[src/rtl/adc_rx_pkg.sv]
// Shared types and helpers for the ADC receive path.
package adc_rx_pkg;
    localparam int ADC_DATA_W = 8;

    typedef logic [ADC_DATA_W-1:0] sample_t;

    function automatic int cnt_w(input int clk_factor);
        return (clk_factor > 1) ? $clog2(clk_factor) : 1;
    endfunction
endpackage

[src/rtl/sync_fifo_fwft.sv]
// First-word fall-through FIFO; head_data reads 0 while empty.
// A push into a full FIFO is accepted only if a pop happens in the same cycle.
module sync_fifo_fwft #(
    parameter int WIDTH = 8,
    parameter int DEPTH = 16
) (
    input  logic                     clk,
    input  logic                     rst_n,
    input  logic                     push,
    input  logic [WIDTH-1:0]         push_data,
    output logic                     full,
    input  logic                     pop,
    output logic [WIDTH-1:0]         head_data,
    output logic                     empty,
    output logic [$clog2(DEPTH):0]   level
);
    localparam int AW = $clog2(DEPTH);

    logic [WIDTH-1:0] mem_q [DEPTH];
    logic [AW-1:0]    wr_ptr_q, wr_ptr_d;
    logic [AW-1:0]    rd_ptr_q, rd_ptr_d;
    logic [AW:0]      count_q, count_d;
    logic             do_push, do_pop;

    always_comb begin
        empty    = (count_q == '0);
        full     = (count_q == (AW+1)'(DEPTH));
        do_pop   = pop && !empty;
        do_push  = push && (!full || do_pop);
        wr_ptr_d = do_push ? wr_ptr_q + AW'(1) : wr_ptr_q;
        rd_ptr_d = do_pop  ? rd_ptr_q + AW'(1) : rd_ptr_q;
        count_d  = count_q;
        if (do_push && !do_pop) begin
            count_d = count_q + (AW+1)'(1);
        end else if (do_pop && !do_push) begin
            count_d = count_q - (AW+1)'(1);
        end
        head_data = empty ? '0 : mem_q[rd_ptr_q];
        level     = count_q;
    end

    always_ff @(posedge clk or negedge rst_n) begin
        if (!rst_n) begin
            wr_ptr_q <= '0;
            rd_ptr_q <= '0;
            count_q  <= '0;
        end else begin
            wr_ptr_q <= wr_ptr_d;
            rd_ptr_q <= rd_ptr_d;
            count_q  <= count_d;
        end
    end

    // Storage carries no reset; stale entries are never visible past the empty gate.
    always_ff @(posedge clk) begin
        if (do_push) begin
            mem_q[wr_ptr_q] <= push_data;
        end
    end
endmodule

[src/rtl/adc_rx.sv]
// ADC receiver: divides clk into adc_clk, captures the registered ADC bus once per
// period at SAMPLE_PHASE, and streams samples out through a FWFT FIFO.
module adc_rx
    import adc_rx_pkg::*;
#(
    parameter int CLK_FACTOR   = 10,
    parameter int DATA_W       = ADC_DATA_W,
    parameter int SAMPLE_PHASE = 8,
    parameter int FIFO_DEPTH   = 16
) (
    input  logic                          clk,
    input  logic                          rst_n,
    input  logic                          en,
    input  logic [DATA_W-1:0]             adc_din,
    output logic                          adc_clk,
    output logic [DATA_W-1:0]             m_data,
    output logic                          m_valid,
    input  logic                          m_ready,
    output logic [$clog2(FIFO_DEPTH):0]   level,
    output logic                          overflow,
    input  logic                          clr_ovf
);
    localparam int CW = cnt_w(CLK_FACTOR);

    logic [CW-1:0]     cnt_q, cnt_d;
    logic              adc_clk_q, adc_clk_d;
    logic [DATA_W-1:0] din_q, din_d;
    logic              ovf_q, ovf_d;
    logic              capture, pop, drop, fifo_full, fifo_empty;

    always_comb begin
        din_d     = adc_din;
        cnt_d     = '0;
        adc_clk_d = 1'b0;
        if (en) begin
            cnt_d     = (cnt_q == CW'(CLK_FACTOR-1)) ? '0 : cnt_q + CW'(1);
            adc_clk_d = (cnt_q >= CW'(CLK_FACTOR/2));
        end
        capture = en && (cnt_q == CW'(SAMPLE_PHASE));
        pop     = m_valid && m_ready;
        // A pop in the same cycle frees the slot, so only a pop-less full push drops.
        drop    = capture && fifo_full && !pop;
        ovf_d   = drop || (ovf_q && !clr_ovf);
    end

    always_ff @(posedge clk or negedge rst_n) begin
        if (!rst_n) begin
            cnt_q     <= '0;
            adc_clk_q <= 1'b0;
            din_q     <= '0;
            ovf_q     <= 1'b0;
        end else begin
            cnt_q     <= cnt_d;
            adc_clk_q <= adc_clk_d;
            din_q     <= din_d;
            ovf_q     <= ovf_d;
        end
    end

    sync_fifo_fwft #(
        .WIDTH (DATA_W),
        .DEPTH (FIFO_DEPTH)
    ) u_fifo (
        .clk       (clk),
        .rst_n     (rst_n),
        .push      (capture),
        .push_data (din_q),
        .full      (fifo_full),
        .pop       (m_ready),
        .head_data (m_data),
        .empty     (fifo_empty),
        .level     (level)
    );

    assign m_valid  = !fifo_empty;
    assign adc_clk  = adc_clk_q;
    assign overflow = ovf_q;
endmodule

[config.mk]
export PLATFORM = sky130hd
export DESIGN_NAME = adc_rx
export DESIGN_NICKNAME = d
export VERILOG_FILES = /design/src/rtl/adc_rx_pkg.sv /design/src/rtl/sync_fifo_fwft.sv /design/src/rtl/adc_rx.sv
export SDC_FILE = /design/constraint.sdc
export NUM_CORES = 1
export LEC_CHECK = 0
export ABC_AREA = 1
export BUFFER_PORTS_ARGS = -buffer_cell sky130_fd_sc_hd__buf_2
export CORE_MARGIN = 1
export CORE_UTILIZATION = 66
export DETAILED_ROUTE_END_ITERATION = 12
export PLACE_DENSITY = 0.85
export SLEW_MARGIN = 20
export SYNTH_ARGS = -nofsm -noshare
export SYNTH_HDL_FRONTEND = slang
export SYNTH_SLANG_ARGS = --single-unit
[constraint.sdc]
create_clock -name clk -period 6.3 [get_ports clk]
set_input_delay 1.26 -clock clk [delete_from_list [all_inputs] [get_ports clk]]
set_output_delay 1.26 -clock clk [all_outputs]
set_load 0.05 [all_outputs]
Word-level counts from Yosys, hierarchy flattened:

Memories as Yosys holds them, arrays and structs flattened.
Cells that the tools add are included.

* add/subtract/negate cells: 5
* multipliers: 0
* divide/modulo/power cells: 0
* $lt $le $gt $ge: 1
* eq/ne operators: 3
* shifts and indexed selects: 0
* muxes and demuxes: 8
* bitwise gates (word level): 0
* reductions and logical operators: 17

Operators by type and width (number)
* $add A4 B1 Y4 const B: 3
* $mux W5: 2
* $eq A4 B4 Y1 const B: 2
* $logic_and A1 B1 Y1: 8
* $mux W4: 2
* $mux W8: 1
* $add A5 B1 Y5 const B: 1
* $eq A5 B5 Y1 const B: 1
* $logic_not A1 Y1: 5
* $logic_not A5 Y1: 1
* $sub A5 B1 Y5 const B: 1
* $ge A4 B3 Y1 const B: 1
* $mux W1: 3
* $logic_or A1 B1 Y1: 2
* $reduce_bool A2 Y1: 1

* bits in registers: 27
* bits in latches: 0
* RAM bits: 128
* bits in read-only memories: 0
* input bits: 13
* output and inout bits: 16
* word-level logic and storage cells: 42
* memories kept: 1

Memory list
* u_fifo.mem_q: depth 16, width 8, read ports 1, clocked after memory_dff 0, wr ports 1, line sync_fifo_fwft.sv:19 `logic [WIDTH-1:0] mem_q [DEPTH];`

Longest topological paths before layout:

Gate-level depths: netlist of run 1.

* word-level depth: 9
* depth in mapped cells: 15
* depth with buffers taken out: 14

Hierarchy:

From an unflattened synthesis of run 1, not the netlist that was laid out.

* cells, all modules: 579
* area, all modules: 6525.0 um2

By module, submodules not included
* sync_fifo_fwft: times used 1, cells an instance 530, area each 6027.0 um2, seq. area each 4169.0 um2
* adc_rx: times used 1, cells an instance 49, area each 498.0 um2, seq. area each 350.3 um2

Worst setup path before layout of run 1:

No wires, ideal clock.

* path kind: register to output
* from: register u_fifo.count_q[1], in the netlist u_fifo.level[1]
* to: output m_data[0]
* arrival: 1.792 ns
* path slack: 3.248 ns
* stages on the path, launching flop included: 5
* cell sequence: dfrtp_1 nor2_1 nand2_1 nor2_4 a21oi_1

* word-level cells in the longest chain between the ends: 2

RTL lines
* from (decl): line sync_fifo_fwft.sv:22 `logic [AW:0] count_q, count_d;`
* from (signal assigned): line sync_fifo_fwft.sv:50 `count_q <= count_d;`
* $logic_not A5 Y1: line sync_fifo_fwft.sv:26 `empty = (count_q == '0);`
* $mux W8: line sync_fifo_fwft.sv:38 `head_data = empty ? '0 : mem_q[rd_ptr_q];`
* to (decl): line adc_rx.sv:16 `output logic [DATA_W-1:0] m_data,`

Every way passes these cells.

Worst setup path after layout of run 1:

* from: register u_fifo.rd_ptr_q[0]
* to: output m_data[7]

* word-level cells in the longest chain between the ends: 2

RTL lines
* from (decl): line sync_fifo_fwft.sv:21 `logic [AW-1:0] rd_ptr_q, rd_ptr_d;`
* from (signal assigned): line sync_fifo_fwft.sv:49 `rd_ptr_q <= rd_ptr_d;`
* $mem_v2 Z16 W8
* $mux W8: line sync_fifo_fwft.sv:38

Every way passes these cells.

==> impl_metrics.toml, run 1 <==
[outcome]
outcome = "finished, final reports clean"

[worst_setup_path]
worstPathRequired_ns = 5.04
worst_setup_path_end_kind = "primary output"
cp_max_fo = 67
start_kind = "flop"
critPathArrivalTime_ns = 3.41
criticalPathCategory = "flop to primary output"

[route]
drt_first_pass_iters = 5
drc = 0
drt_iter0_drc = 605
postRouteWirelength_um = 13900
via_count = 4414
wire_per_inst_um = 19.1
viasPerCell = 6.06
ant_nets = 0

[synth]
seq_area_frac_synth_pct = 69.5
mappedNetlistArea_um2 = 6510
yosysWarnings = 0
syn_inst = 564
synth_area_leaders = "edfxtp_1, nand2_1, dfrtp_1, nand3_1, ha_1"
syn-num-nets = 587
netlist.area_leader.share_pct = 59.1
ys_ff_latch = 155
synth_top_cell_by_area = "edfxtp_1"
ys_types = 27
syn_area_per_cell_um2 = 11.5

[place]
io_buffers = 28
hpwlAfterDp_um = 8190
place_congestion = 0.825

[floorplan]
die_h_um = 101
initial_core_util_pct = 69.1
dieArea_um2 = 10300
dieWidth_um = 101
ios = 29
core-area_um2 = 9420
num_rows = 35

[timing]
finalHoldViolations = 0
rsz0062_at_grt = "no"
fmax_mhz = 214
slew_violations = 0
finalSetupViolations = 0
relSlewSlack_pct = 28.8
fin_hold_ws_ns = 0.520
finalCritPeriodShare_pct = 74.2
skew_ns = 0.00972
fin_tns_setup_ns = 0
worst_slew_pin_slew_ns = 1.07
min_period_ns = 4.67

[cts]
htree_levels = 4
root_buffer = "clkbuf_8"
path_clk_slew_ns = 0.07
cts_tree = "yes"
postCtsSetupBuffers = 0
cts_resized = 0
clk_path_buf_depth = 2
cts.sinks = 155
numCtsBuffers = 17
hold_buffers = 0
clock_latency_ns = 0.53

[grt]
grtUsageTotal_pct = 29.8
grt_pass1_wl_um = 21800
grt_max_degree = 68
grt_pass1_vias = 4246
grt-ovfl-total = 0
antenna_found_initial = 0

[final_layout]
area_growth_pct = 10.3
final_cell_mix = "nand2_1, edfxtp_1, nand3_1"
diodes = 0
drive_gt1_share_pct = 12.4
layout_commonest_cell = "nand2_1"
fin_nets = 609

[power]
power-per-cell-area_nw_per_um2 = 469
p_leak_uw = 0.00282
irDropWorstVdd_mv = 0.391
power_uw = 3370

[job]
maxCapViolCount = 0

[hold_path]
hold_path.class = "flop to flop"
## critical path: stages (launching register included)
cell and delay, ns:
dfrtp_4 0.72, inv_2 0.89, nand2_1 0.14, nand3_1 0.12, nand3_1 0.10, nand2_1 0.13, nand2_1 0.09, a21oi_1 0.29
buf_2 0.32
## per-layer routing
layer / vias up / share of wire [%] / track usage [%]
met1: 2058 / 38 / 39.9
met5: - / 0 / 0
li1: 1974 / - / -
met3: 59 / 11 / 8.14
met2: 323 / 47 / 45.5
met4: 0 / 3.6 / 14.9
## power breakdown
part | switching [uW] | total [uW] | internal [uW]
registers | 144 | 1290 | 1150
clock network | 414 | 931 | 517
logic | 829 | 1140 | 311
## final timing paths
| path | startpoint | end | slack, ns | cells past startpoint |
|---|---|---|---|---|
| max reg2reg | u_fifo.level[0] | u_fifo.level[4] | 3.28 | 13 |
| min in group asynchronous | rst_n | overflow | 0.73 | 1 |
| max | u_fifo.rd_ptr_q[0] | m_data[7] | 1.63 | 8 |
| min reg2reg | cnt_q[0] | cnt_q[0] | 0.52 | 1 |
| max in group asynchronous | rst_n | u_fifo.rd_ptr_q[0] | 5.11 | 1 |
| min | cnt_q[0] | cnt_q[0] | 0.52 | 1 |
## cells in the mapped netlist (all sizes together)
| cell type | instances |
|---|---|
| xor2 | 10 |
| nand3 | 102 |
| a21oi | 10 |
| nor2 | 29 |
| buf | 24 |
| clkinv | 2 |
| dfrtp | 27 |
| fa | 1 |
| nand2 | 196 |
| a211oi | 1 |
| inv | 15 |
| clkbuf | 2 |
| nor3b | 1 |
| xnor2 | 1 |
| edfxtp | 128 |
| o21ai | 5 |
| nor4 | 1 |
| ha | 9 |
## per-stage QoR
step	instance area [um2]	setup WS (ns)	util (%)	instances
4_1_cts	7170	1.56	76.2	728
3_5_place_dp	6630	2.25	70.4	696
2_1_floorplan	6510	3.25	-	564
5_1_grt	7170	1.48	76.2	728
3_3_place_gp	6630	2.31	70.4	696
6_report	7170	1.63	76.2	728
## flip-flops by register name, summed over array words and instances (netlist names)
register,flops
overflow,1
u_fifo.mem_q,128
u_fifo.level,5
adc_clk,1
u_fifo.wr_ptr_q,4
din_q,8
cnt_q,4
u_fifo.rd_ptr_q,4
## cells by family (layout without fill, tap and decap cells)
logic type,Yosys count,after routing,synth area share [%]
DFF,155,155,69.5
AOI/OAI and AO/OA,16,16,1.27
and+or+nand+nor,329,329,21.7
adders and majority gates,10,10,2.04
buffers and inverters,43,78,3.90
xor gates and xnor gates,11,11,1.60
## area by class of cell
class                   count  area (um2)
inverters                  17        63.8
fillers                   550        2240
flip-flops and latches    155        4520
multi-input cells         366        1730
repair buffers             29         148
clock buffers              20         447
well taps                 129         161
clock inverters            12        97.6
(Power assumes the default switching activity.)
==> run 2: changes to the inputs <==
- CORE_UTILIZATION: 66 -> 55
- PLACE_DENSITY: 0.85 -> 0.75
- clock period: 6.3 -> 3.8 ns (I/O delays scaled with it)
==> impl_metrics.toml, run 2 (synthesized netlist as in run 1, its figures left out) <==
[worst_setup_path]
r2r-start = "u_fifo.level[1]"
worst_setup_path_end_kind = "primary output"
r2r_cells = 14
critPathBufInv = 3
crit_chain = "inv_2 -> buf_4 -> nand2_1 -> nand3_1 -> nand3_1 -> nand2_1 -> nand2_1 -> a21oi_1 -> buf_2"
crit_family = "buffers and inverters"
worstReg2RegEnd = "u_fifo.level[4]"
worstPathRequired_ns = 3.04
start_kind = "flop"
cp_slowest_cell = "dfrtp_2"
critPathArrivalTime_ns = 2.42
cp_max_fo = 27
rrSetupSlack_ns = 1.16
cp_common_cell = "nand2_1"
slowest_delay_ns = 0.41
criticalPathCategory = "flop to primary output"

[timing]
slew_violations = 0
finalSetupViolations = 0
min_period_ns = 3.18
skew_ns = 0.00618
finalHoldViolations = 0
rsz0062_at_grt = "no"
relSlewSlack_pct = 43.2
fin_tns_setup_ns = 0
finalCritPeriodShare_pct = 83.6
fmax_mhz = 315
worst_slew_pin_slew_ns = 0.849

[cts]
clk_path_buf_depth = 2
path_clk_slew_ns = 0.06
numCtsBuffers = 17
root_buffer = "clkbuf_16"
postCtsSetupBuffers = 0
cts_tree = "yes"
clock_latency_ns = 0.42
cts_resized = 0
hold_buffers = 0
cts.sinks = 155
htree_levels = 4

[route]
drt_first_pass_iters = 7
drc = 0
wire_per_inst_um = 18.3
drt_iter0_drc = 580
ant_nets = 0
via_count = 4277
postRouteWirelength_um = 13600
viasPerCell = 5.73

[place]
place_congestion = 0.860
dpl-instance-area_um2 = 6680
io_buffers = 28
hpwlAfterDp_um = 8480

[final_layout]
layout_commonest_cell = "nand2_1"
final_cell_mix = "nand2_1, edfxtp_1, nand3_1"
diodes = 0
fin_area_um2 = 7280
utilization_pct = 63.5
nFillCells = 849
top_register = "u_fifo.mem_q"
area_growth_pct = 11.9
drive_gt1_share_pct = 13.1
fin_nets = 614
largest_reg_flops = 128

[grt]
grt-ovfl-total = 0
grt_max_degree = 67
antenna_found_initial = 0
grt_pass1_vias = 4186
grt_pass1_wl_um = 21700
grtUsageTotal_pct = 23.7

[power]
p_leak_uw = 0.00286
combPwrFrac_pct = 35.0
p_sw_share_pct = 39.1
power_frac_clock_pct = 29.6
pwr-share-seq_pct = 35.3
power-per-cell-area_nw_per_um2 = 782
power_uw = 5700
p_int_uw = 3470
irDropWorstVdd_mv = 1.10
p_switching_uw = 2230

[floorplan]
die_h_um = 111
num_rows = 39
initial_core_util_pct = 56.7
core-area_um2 = 11500
dieArea_um2 = 12300
ios = 29
dieWidth_um = 111

[outcome]
outcome = "finished, final reports clean"

[hold_path]
hold_path.class = "primary input to async pin"

[job]
maxCapViolCount = 0
==> run 2: cell types whose count changed in the layout (fill, tap and decap cells not counted), sizes merged <==
| cell | change |
|---|---|
| inv | -8 |
| buf | +5 |
| clkinv | +5 |
| clkbuf | -3 |
| clkinvlp | +3 |
| bufinv | +3 |
==> run 2: power by group through the flow <==
stage                     Sequential (uW)  Clock [uW]  Combinational [uW]
after global placement               2040           0                1930
after floorplan                      2100           0                1530
after detailed placement             2050           0                1970
after CTS                            2010        1700                1990
final                                2010        1690                2000
after global routing                 2020        1780                2200
==> run 2: metal layers <==
metal	routed length [um]	GRT usage, %	vias to the layer above
met3	1150	6.18	24
met4	274	11.6	0
met1	5790	32.6	2061
met2	6430	35.4	209
met5	0	0	-
li1	-	-	1983
==> run 2: worst max-delay path by stage <==
stage	start	slack, ns	end	depth (start not counted)
final	u_fifo.rd_ptr_q[0]	0.62	m_data[5]	9
after global routing	u_fifo.rd_ptr_q[0]	0.44	m_data[5]	8
after detailed placement	en	0.98	u_fifo.level[4]	15
after global placement	en	1.11	u_fifo.level[4]	15
after floorplan	u_fifo.level[1]	1.23	u_fifo.level[4]	14
after CTS	u_fifo.rd_ptr_q[0]	0.62	m_data[4]	8
==> run 2: cell type report <==
cell class              instances  area (um2)  share of cell area [%]
clock buffers                  17         425                    5.84
multi-input cells             366        1730                    23.8
clock inverters                15         175                    2.41
inverters                      17        63.8                   0.876
well taps                     143         179                    2.46
flip-flops and latches        155        4520                    62.1
repair buffers                 34         185                    2.54
==> run 2: through the flow <==
| step | setup WS (ns) | cells | hold slack (ns) |
|---|---|---|---|
| after CTS | 0.623 | 747 | 0.360 |
| final | 0.624 | 747 | 0.351 |
| after global placement | 1.11 | 715 | 0.495 |
| after floorplan | 1.23 | 564 | 0.464 |
| after global routing | 0.443 | 747 | 0.386 |
| after detailed placement | 0.977 | 715 | 0.508 |
